--- src/rtl/alu_pkg.sv ---
// Shared definitions for the ALU operand/result word format.
// Words carry 15 data bits in [15:1] and odd parity in bit 0.
package alu_pkg;
  localparam int DATA_W = 15;
  localparam int WORD_W = 16;
  localparam logic [DATA_W-1:0] NEG_ZERO = 15'h7FFF;

  typedef logic [WORD_W-1:0] word_t;

  typedef enum logic [2:0] {
    AD   = 3'd0,
    SU   = 3'd1,
    MASK = 3'd2,
    MP0  = 3'd3,
    MP1  = 3'd4,
    DV0  = 3'd5,
    DV1  = 3'd6
  } alu_op_e;

  // Parity bit makes the total count of ones in the word odd.
  function automatic word_t encode_word(input logic [DATA_W-1:0] d);
    return {d, ~^d};
  endfunction
endpackage

--- src/rtl/word_fifo.sv ---
// Generic synchronous FIFO with synchronous clear.
// Full/empty come from the occupancy counter; pointers wrap naturally.
module word_fifo #(
  parameter int DEPTH = 4,
  parameter int WIDTH = 16
) (
  input  logic                     clk,
  input  logic                     rst_n,
  input  logic                     clear,
  input  logic                     push,
  input  logic                     pop,
  input  logic [WIDTH-1:0]         wr_data,
  output logic [WIDTH-1:0]         rd_data,
  output logic [$clog2(DEPTH):0]   occupancy,
  output logic                     full,
  output logic                     empty
);
  localparam int PTR_W = $clog2(DEPTH);
  localparam int CNT_W = PTR_W + 1;
  localparam logic [CNT_W-1:0] DEPTH_C = CNT_W'(DEPTH);

  logic [WIDTH-1:0] mem_q [DEPTH];
  logic [WIDTH-1:0] mem_d [DEPTH];
  logic [PTR_W-1:0] wr_ptr_q, wr_ptr_d;
  logic [PTR_W-1:0] rd_ptr_q, rd_ptr_d;
  logic [CNT_W-1:0] occ_q, occ_d;
  logic             do_push, do_pop;

  always_comb begin
    mem_d    = mem_q;
    wr_ptr_d = wr_ptr_q;
    rd_ptr_d = rd_ptr_q;
    occ_d    = occ_q;
    do_push  = 1'b0;
    do_pop   = 1'b0;
    if (clear) begin
      wr_ptr_d = '0;
      rd_ptr_d = '0;
      occ_d    = '0;
    end else begin
      do_push = push && (occ_q != DEPTH_C);
      do_pop  = pop && (occ_q != '0);
      if (do_push) begin
        mem_d[wr_ptr_q] = wr_data;
        wr_ptr_d        = wr_ptr_q + PTR_W'(1);
      end
      if (do_pop) begin
        rd_ptr_d = rd_ptr_q + PTR_W'(1);
      end
      if (do_push && !do_pop) begin
        occ_d = occ_q + CNT_W'(1);
      end else if (do_pop && !do_push) begin
        occ_d = occ_q - CNT_W'(1);
      end
    end
  end

  always_ff @(posedge clk or negedge rst_n) begin
    if (!rst_n) begin
      for (int i = 0; i < DEPTH; i++) mem_q[i] <= '0;
      wr_ptr_q <= '0;
      rd_ptr_q <= '0;
      occ_q    <= '0;
    end else begin
      mem_q    <= mem_d;
      wr_ptr_q <= wr_ptr_d;
      rd_ptr_q <= rd_ptr_d;
      occ_q    <= occ_d;
    end
  end

  assign rd_data   = mem_q[rd_ptr_q];
  assign occupancy = occ_q;
  assign full      = (occ_q == DEPTH_C);
  assign empty     = (occ_q == '0);
endmodule

--- src/rtl/alu_result_writer.sv ---
// Encodes ALU one's-complement results into parity-protected words and
// buffers them for write-back, with delivery count and sticky -0 flag.
module alu_result_writer
  import alu_pkg::*;
#(
  parameter int DEPTH         = 4,
  parameter bit NORM_NEG_ZERO = 1'b1
) (
  input  logic                   clk,
  input  logic                   rst_n,
  input  logic                   res_valid,
  input  logic [DATA_W-1:0]      res_data,
  output logic                   res_ready,
  output logic                   word_valid,
  output logic [WORD_W-1:0]      word_data,
  input  logic                   word_ready,
  input  logic                   clear,
  output logic [$clog2(DEPTH):0] occupancy,
  output logic [15:0]            word_count,
  output logic                   neg_zero_seen
);
  logic              push, pop, full, empty;
  logic [DATA_W-1:0] data_norm;
  word_t             enc_word;
  logic [15:0]       word_count_q, word_count_d;
  logic              neg_zero_q, neg_zero_d;

  assign res_ready  = !full;
  assign word_valid = !empty;
  assign push       = res_valid && res_ready;
  assign pop        = word_valid && word_ready;

  always_comb begin
    data_norm    = (NORM_NEG_ZERO && (res_data == NEG_ZERO)) ? '0 : res_data;
    enc_word     = encode_word(data_norm);
    word_count_d = word_count_q;
    neg_zero_d   = neg_zero_q;
    if (clear) begin
      word_count_d = '0;
      neg_zero_d   = 1'b0;
    end else begin
      if (pop) word_count_d = word_count_q + 16'd1;
      // Flag reflects the raw input, independent of normalization.
      if (push && (res_data == NEG_ZERO)) neg_zero_d = 1'b1;
    end
  end

  always_ff @(posedge clk or negedge rst_n) begin
    if (!rst_n) begin
      word_count_q <= '0;
      neg_zero_q   <= 1'b0;
    end else begin
      word_count_q <= word_count_d;
      neg_zero_q   <= neg_zero_d;
    end
  end

  word_fifo #(
    .DEPTH(DEPTH),
    .WIDTH(WORD_W)
  ) u_fifo (
    .clk      (clk),
    .rst_n    (rst_n),
    .clear    (clear),
    .push     (push),
    .pop      (pop),
    .wr_data  (enc_word),
    .rd_data  (word_data),
    .occupancy(occupancy),
    .full     (full),
    .empty    (empty)
  );

  assign word_count    = word_count_q;
  assign neg_zero_seen = neg_zero_q;
endmodule

--- config.mk ---
export PLATFORM = sky130hd
export DESIGN_NAME = alu_result_writer
export DESIGN_NICKNAME = d
export VERILOG_FILES = /design/src/rtl/alu_pkg.sv /design/src/rtl/word_fifo.sv /design/src/rtl/alu_result_writer.sv
export SDC_FILE = /design/constraint.sdc
export NUM_CORES = 1
export LEC_CHECK = 0
export ABC_AREA = 0
export CAP_MARGIN = 20
export CORE_MARGIN = 2
export CORE_UTILIZATION = 28
export DETAILED_ROUTE_END_ITERATION = 7
export PLACE_DENSITY = 0.55
export SYNTH_ARGS = -nofsm -noshare
export SYNTH_HDL_FRONTEND = slang
export SYNTH_SLANG_ARGS = --single-unit
--- constraint.sdc ---
create_clock -name clk -period 3.87 [get_ports clk]
set_input_delay 0.774 -clock clk [delete_from_list [all_inputs] [get_ports clk]]
set_output_delay 0.774 -clock clk [all_outputs]
set_load 0.03 [all_outputs]
==> metrics.md, run 1 <==
| Metric | Value |
|---|---|
| Status | `complete, no violations` |
| Post-CTS Hold Fix Bufs | `0` |
| Fin Hold WS | `0.304 ns` |
| Clk slew on worst S/H paths | `0.07 ns` |
| Largest cells by area after synthesis | `dfrtp_1 53%, mux4_2 8.7%, nand2_1 8.2%` |
| WS Path Type | `flop to output port` |
| Least-Margin Pin Slew | `0.669 ns` |
| Initial DRT Pass Iterations | `4` |
| All-layer global routing usage | `0.128` |
| Std cell rows | `44` |
| CTS H-Tree Depth | `3` |
| Post-detailed-route wirelength per cell | `15.0 um` |
| Final count of negative-setup-slack endpoints | `0` |
| Synth Cell Area | `0.00413 mm2` |
| Max transition margin | `0.554` |
| Req. time, crit path | `3.10 ns` |
| RSZ-0062 raised after global routing | `false` |
| Highest-delay cell along the critical path | `clkdlybuf4s50_1` |
| Post-route minimum period | `3.07 ns` |
| Final net count | `473` |
| CTS Buffer Depth | `2` |
| Gr ovfl total | `0` |
| Worst skew pair latency | `0.34 ns` |
| Area delta synth->final | `26.7%` |
| Syn Nets | `419` |
| Root buf cell | `clkbuf_16` |
| Remaining DRCs | `0` |
| PortBufs | `57` |
| Hold Fails Final Rpt | `0` |
| Largest net degree at the start of global routing | `89` |
| WL final | `9490 um` |
| Synthesized instance count | `391` |
| Post-synth top cells | `90 x nand2_1, 88 x dfrtp_1, 64 x o21ai_0, 21 x nor2_1, 17 x clkbuf_1` |
| Post-CTS Setup Bufs | `0` |
| Critical Path Fanout Max | `16` |
| Inserted Diodes | `0` |
| CTS tree | `done` |
| Sequential area share after synthesis | `0.533` |
| Num Clock Sinks | `88` |
| Largest stage delay, worst path | `0.62 ns` |
| Cts bufs inserted | `9` |
| Routability cong. | `0.755` |
| Initial antenna violation count | `0` |
| First-pass GRT wire length | `16100 um` |
| Die footprint | `0.0157 mm2` |
| Ys Warns | `0` |
| Post-DR vias/cell | `4.70` |
| Share of layout cells above drive strength 1 | `0.104` |
| Crit start category | `flop` |
| Synth cell types | `36` |
| Most common cell in the netlist | `nand2_1` |
| Io pins | `58` |
| Ys async rst share | `1.00` |
| Die H | `125 um` |
| Detailed router's first-iteration violation count | `107` |
| Fin crit share | `0.793` |
| Crit end category | `output port` |
| Vias in the first global route | `3138` |
| Max Slew Vio Count | `0` |
| Worst Skew | `0.00651 ns` |
| Power Density | `755 mW/mm2` |
| Routed Antenna Nets | `0` |
| CTS resizes | `0` |
| Worst VDD drop | `0.363 mV` |
| Die width | `125 um` |
| Sum of negative setup slack | `0 ns` |
| Post-Syn Area per Cell | `10.6 um2` |
| Biggest area consumer among synthesized cells | `dfrtp_1` |
| Fill cell count | `1452` |
| Top_reg_cell synth | `dfrtp_1` |
| Via Count | `2980` |
| Worst min path class | `input port to async pin` |
| DP HPWL | `6480 um` |
| Post-synth EDFFs | `0` |
| Initial Util | `0.285` |
| Lkg Pwr | `0.00223 uW` |
| Arr. time, crit path | `2.30 ns` |
| Max Clock Freq | `326 MHz` |
| Share of the synthesized area in the top cell type | `0.533` |
| Max-cap violations | `0` |
| CP Cell Sequence | `buf_4 -> mux4_2 -> clkdlybuf4s50_1` |
| Area of the core | `0.0145 mm2` |
| Synth Register Bits | `88` |
==> flip-flops by register name, summed over array words and instances (netlist names) <==
signal,cells
u_fifo.occupancy,3
u_fifo.rd_ptr_q,2
u_fifo.wr_ptr_q,2
neg_zero_seen,1
u_fifo.mem_q,64
word_count,16
==> through the flow <==
| step | util | std cells | area (um2) | total power, uW | setup WS, ns |
|---|---|---|---|---|---|
| floorplan | - | 391 | 4130 | 2470 | 1.59 |
| global placement | 0.337 | 617 | 4880 | 3000 | 0.963 |
| detailed placement | 0.337 | 617 | 4880 | 3050 | 0.940 |
| CTS | 0.359 | 633 | 5200 | 4010 | 0.742 |
| global route | 0.361 | 634 | 5230 | 4200 | 0.698 |
| finish | 0.361 | 634 | 5230 | 3950 | 0.800 |
==> cell type report <==
class	instances	area, um2	area share
sequential	88	2200	0.421
clock inverter	5	80.1	0.0153
timing repair buffer	65	648	0.124
tap	184	230	0.0440
inverter	9	33.8	0.00646
clock buffer	11	243	0.0464
multi-input combinational	272	1790	0.343
==> path summary, 6_finish.rpt <==
| check | to | slack [ns] | depth (start not counted) | from |
|---|---|---|---|---|
| max reg2reg | u_fifo.mem_q[57]$_DFFE_PN0P_ | 1.79 | 5 | u_fifo.occupancy[2]$_DFFE_PN0P_ |
| max in group asynchronous | u_fifo.mem_q[8]$_DFFE_PN0P_ | 2.94 | 2 | rst_n |
| min in group clk | u_fifo.mem_q[49]$_DFFE_PN0P_ | 0.48 | 2 | u_fifo.mem_q[49]$_DFFE_PN0P_ |
| max | word_data[3] | 0.80 | 3 | u_fifo.rd_ptr_q[0]$_DFFE_PN0P_ |
| min reg2reg | u_fifo.mem_q[49]$_DFFE_PN0P_ | 0.48 | 2 | u_fifo.mem_q[49]$_DFFE_PN0P_ |
| min | word_count[4]$_DFFE_PN0P_ | 0.30 | 1 | rst_n |
==> logic make-up (layout without fill, tap and decap cells) <==
group	Yosys count	count (layout)	synth area share
buf+inv	31	90	0.0318
simple gates	138	138	0.143
fa+ha+maj	8	8	0.0261
flops	88	88	0.533
xor+xnor	26	26	0.0585
compound gates	78	78	0.104
mux	22	22	0.103
==> critical path: cells and delay by family (launching register included) <==
kind,cells,cell delay (ns)
muxes,1,0.59
buffers and inverters,2,0.98
DFF,1,0.38
==> report_power, final <==
part	total (uW)	switching, uW	internal, uW
Clock	937	355	582
Combinational	1550	832	717
Sequential	1460	209	1250
Total	3950	1400	2550
==> routing by layer <==
metal	vias up	share of wire	global-route usage	wire length (um)
met5	-	0	0	0
met4	0	0.011	0.0314	102
met3	11	0.045	0.0334	426
met2	64	0.48	0.209	4550
met1	1464	0.46	0.172	4400
li1	1441	-	-	-
==> cells in the final DEF (no fill, tap or decap), types with 9 or more instances in the layout <==
cell type and instances:
mux4_2 16, xor2_1 9, dfrtp_1 88, nand2_1 90
nor2_1 21, xnor2_1 16, o21ai_0 64, clkdlybuf4s50_1 56
inv_1 9, clkbuf_16 9
No activity file was read; power rests on OpenSTA's default activity.
==> run 2, diff against run 1 <==
==> constraint.sdc (replaced) <==
create_clock -name clk -period 3.17 [get_ports clk]
set_input_delay 0.634 -clock clk [delete_from_list [all_inputs] [get_ports clk]]
set_output_delay 0.634 -clock clk [all_outputs]
set_load 0.03 [all_outputs]
==> metrics.md, run 2 (synthesized netlist as in run 1, its figures left out) <==
| Metric | Value |
|---|---|
| Grt met1 use | `0.179 (+0.00699)` |
| GRT Max-Usage Layer | `met2` |
| Fin crit share | `0.877` |
| CTS resizes | `0 (unchanged)` |
| Io pins | `58 (unchanged)` |
| Cts bufs inserted | `9 (unchanged)` |
| CTS tree | `done` |
| Sum of negative setup slack | `0 ns (unchanged)` |
| Register with the most flip-flops | `u_fifo.mem_q` |
| Area of the core | `0.0145 mm2 (unchanged)` |
| Routability cong. | `0.752 (-0.41%)` |
| Highest-delay cell along the critical path | `clkdlybuf4s50_1` |
| Max-cap violations | `0 (unchanged)` |
| First-pass GRT wire length | `16400 um (+1.9%)` |
| Final count of negative-setup-slack endpoints | `0 (unchanged)` |
| Die width | `125 um (unchanged)` |
| Max Clock Freq | `360 MHz` |
| Largest stage delay, worst path | `0.62 ns (about the same)` |
| Crit end category | `output port` |
| Die H | `125 um (unchanged)` |
| Std cell rows | `44 (unchanged)` |
| DP HPWL | `6610 um (+2.0%)` |
| GR Util met2 | `0.213 (+0.00352)` |
| Max transition margin | `0.538 (-0.0162)` |
| Final net count | `476 (+0.63%)` |
| Initial DRT Pass Iterations | `4 (unchanged)` |
| WL final | `9590 um (+1.1%)` |
| Crit start category | `flop` |
| RSZ-0062 raised after global routing | `false` |
| CP Cell Sequence | `buf_12 -> mux4_2 -> clkdlybuf4s50_1` |
| Lkg Pwr | `0.00224 uW (+0.16%)` |
| CTS Buffer Depth | `2 (unchanged)` |
| Arr. time, crit path | `2.15 ns (-0.15 ns)` |
| Least-Margin Pin Slew | `0.693 ns (+0.0243 ns)` |
| Initial Util | `0.285 (unchanged)` |
| Post-CTS Setup Bufs | `0 (unchanged)` |
| Post-CTS Hold Fix Bufs | `0 (unchanged)` |
| WS Path Type | `flop to output port` |
| Worst VDD drop | `0.446 mV (+23%)` |
| Fin Hold WS | `0.281 ns (-0.0230 ns)` |
| Routed Antenna Nets | `0 (unchanged)` |
| Detailed router's first-iteration violation count | `174 (+63%)` |
| Largest net degree at the start of global routing | `44 (-51%)` |
| All-layer global routing usage | `0.130 (+0.00206)` |
| Worst Skew | `0.00840 ns (+0.00189 ns)` |
| CTS H-Tree Depth | `3 (unchanged)` |
| Power Density | `912 mW/mm2 (+21%)` |
| PortBufs | `57 (unchanged)` |
| Die footprint | `0.0157 mm2 (unchanged)` |
| Area delta synth->final | `26.5%` |
| Share of layout cells above drive strength 1 | `0.110 (+0.00593)` |
| Hold Fails Final Rpt | `0 (unchanged)` |
| Inserted Diodes | `0 (unchanged)` |
| Most frequent cells in the layout | `90 x nand2_1, 88 x dfrtp_1, 64 x o21ai_0, 56 x clkdlybuf4s50_1, 21 x nor2_1` |
| GR Util met3 | `0.0312 (-0.00214)` |
| Initial antenna violation count | `0 (unchanged)` |
| Post-DR vias/cell | `4.68 (-0.47%)` |
| Worst skew pair latency | `0.33 ns (about the same)` |
| Num Clock Sinks | `88 (unchanged)` |
| Fill cell count | `1448 (-0.28%)` |
| Critical Path Fanout Max | `16 (unchanged)` |
| Post-route minimum period | `2.78 ns` |
| Status | `complete, no violations` |
| Max FFs per register | `64 (unchanged)` |
| Vias in the first global route | `3221 (+2.6%)` |
| Worst min path class | `input port to async pin` |
| Root buf cell | `clkbuf_16` |
| Remaining DRCs | `0 (unchanged)` |
| Clk slew on worst S/H paths | `0.07 ns (about the same)` |
| Gr ovfl total | `0 (unchanged)` |
| Via Count | `2980 (unchanged)` |
| Post-detailed-route wirelength per cell | `15.1 um (+0.62%)` |
| Most common cell after layout, fill and taps aside | `nand2_1` |
| Req. time, crit path | `2.54 ns (-0.56 ns)` |
| Max Slew Vio Count | `0 (unchanged)` |
==> run 2: cell count changes in the layout (fill, tap and decap cells not counted) <==
cell / before / now
clkinv_2: 1 / 2
buf_12: 0 / 1
bufinv_16: 2 / 1
buf_16: 1 / 0
clkinvlp_4: 2 / 1
clkinv_4: 0 / 1
buf_4: 8 / 11
==> run 2: through the flow <==
step	cell area (um2)	cells	setup slack [ns]	utilization	power, uW
floorplan	4130	391	1.03	-	3020
global placement	4920	621	0.373	0.340	3690
detailed placement	4920	621	0.343	0.340	3750
CTS	5220	637	0.337	0.361	4830
global route	5220	637	0.301	0.361	5090
finish	5220	637	0.389	0.361	4760
==> run 2: metal layers <==
layer  vias to the layer above  part of all wire
met3                         7             0.047
met2                        76              0.47
met5                         -                 0
li1                       1446                 -
met1                      1451              0.47
met4                         0            0.0060
==> run 2: worst max-delay path, delay by kind of cell, from the launching register on <==
family / cells / cell delay [ns]
buffers and inverters: 2 / 0.84
multiplexers: 1 / 0.56
flip-flops: 1 / 0.43
==> run 2: report_power, final <==
part           total, uW  internal [uW]  switching (uW)
combinational       1920            901            1020
sequential          1780           1530             251
clock               1060            631             433
total               4760           3060            1700
==> run 2: layout make-up <==
type	count	area (um2)	area share
flip-flops and latches	88	2200	0.422
repair buffers	68	663	0.127
clock buffers	11	243	0.0465
clock inverters	5	56.3	0.0108
well taps	184	230	0.0441
inverters	9	33.8	0.00647
multi-input cells	272	1790	0.344
==> run 2: final timing paths <==
path	endpoint	cells past startpoint	from	slack, ns
hold reg to reg	u_fifo.mem_q[45]$_DFFE_PN0P_	2	u_fifo.mem_q[45]$_DFFE_PN0P_	0.48
hold / removal	word_count[6]$_DFFE_PN0P_	1	rst_n	0.28
min in group clk	u_fifo.mem_q[45]$_DFFE_PN0P_	2	u_fifo.mem_q[45]$_DFFE_PN0P_	0.48
setup / recovery	word_data[0]	3	u_fifo.rd_ptr_q[0]$_DFFE_PN0P_	0.39
max in group asynchronous	u_fifo.mem_q[3]$_DFFE_PN0P_	2	rst_n	2.13
setup reg to reg	u_fifo.mem_q[59]$_DFFE_PN0P_	6	u_fifo.occupancy[2]$_DFFE_PN0P_	1.12
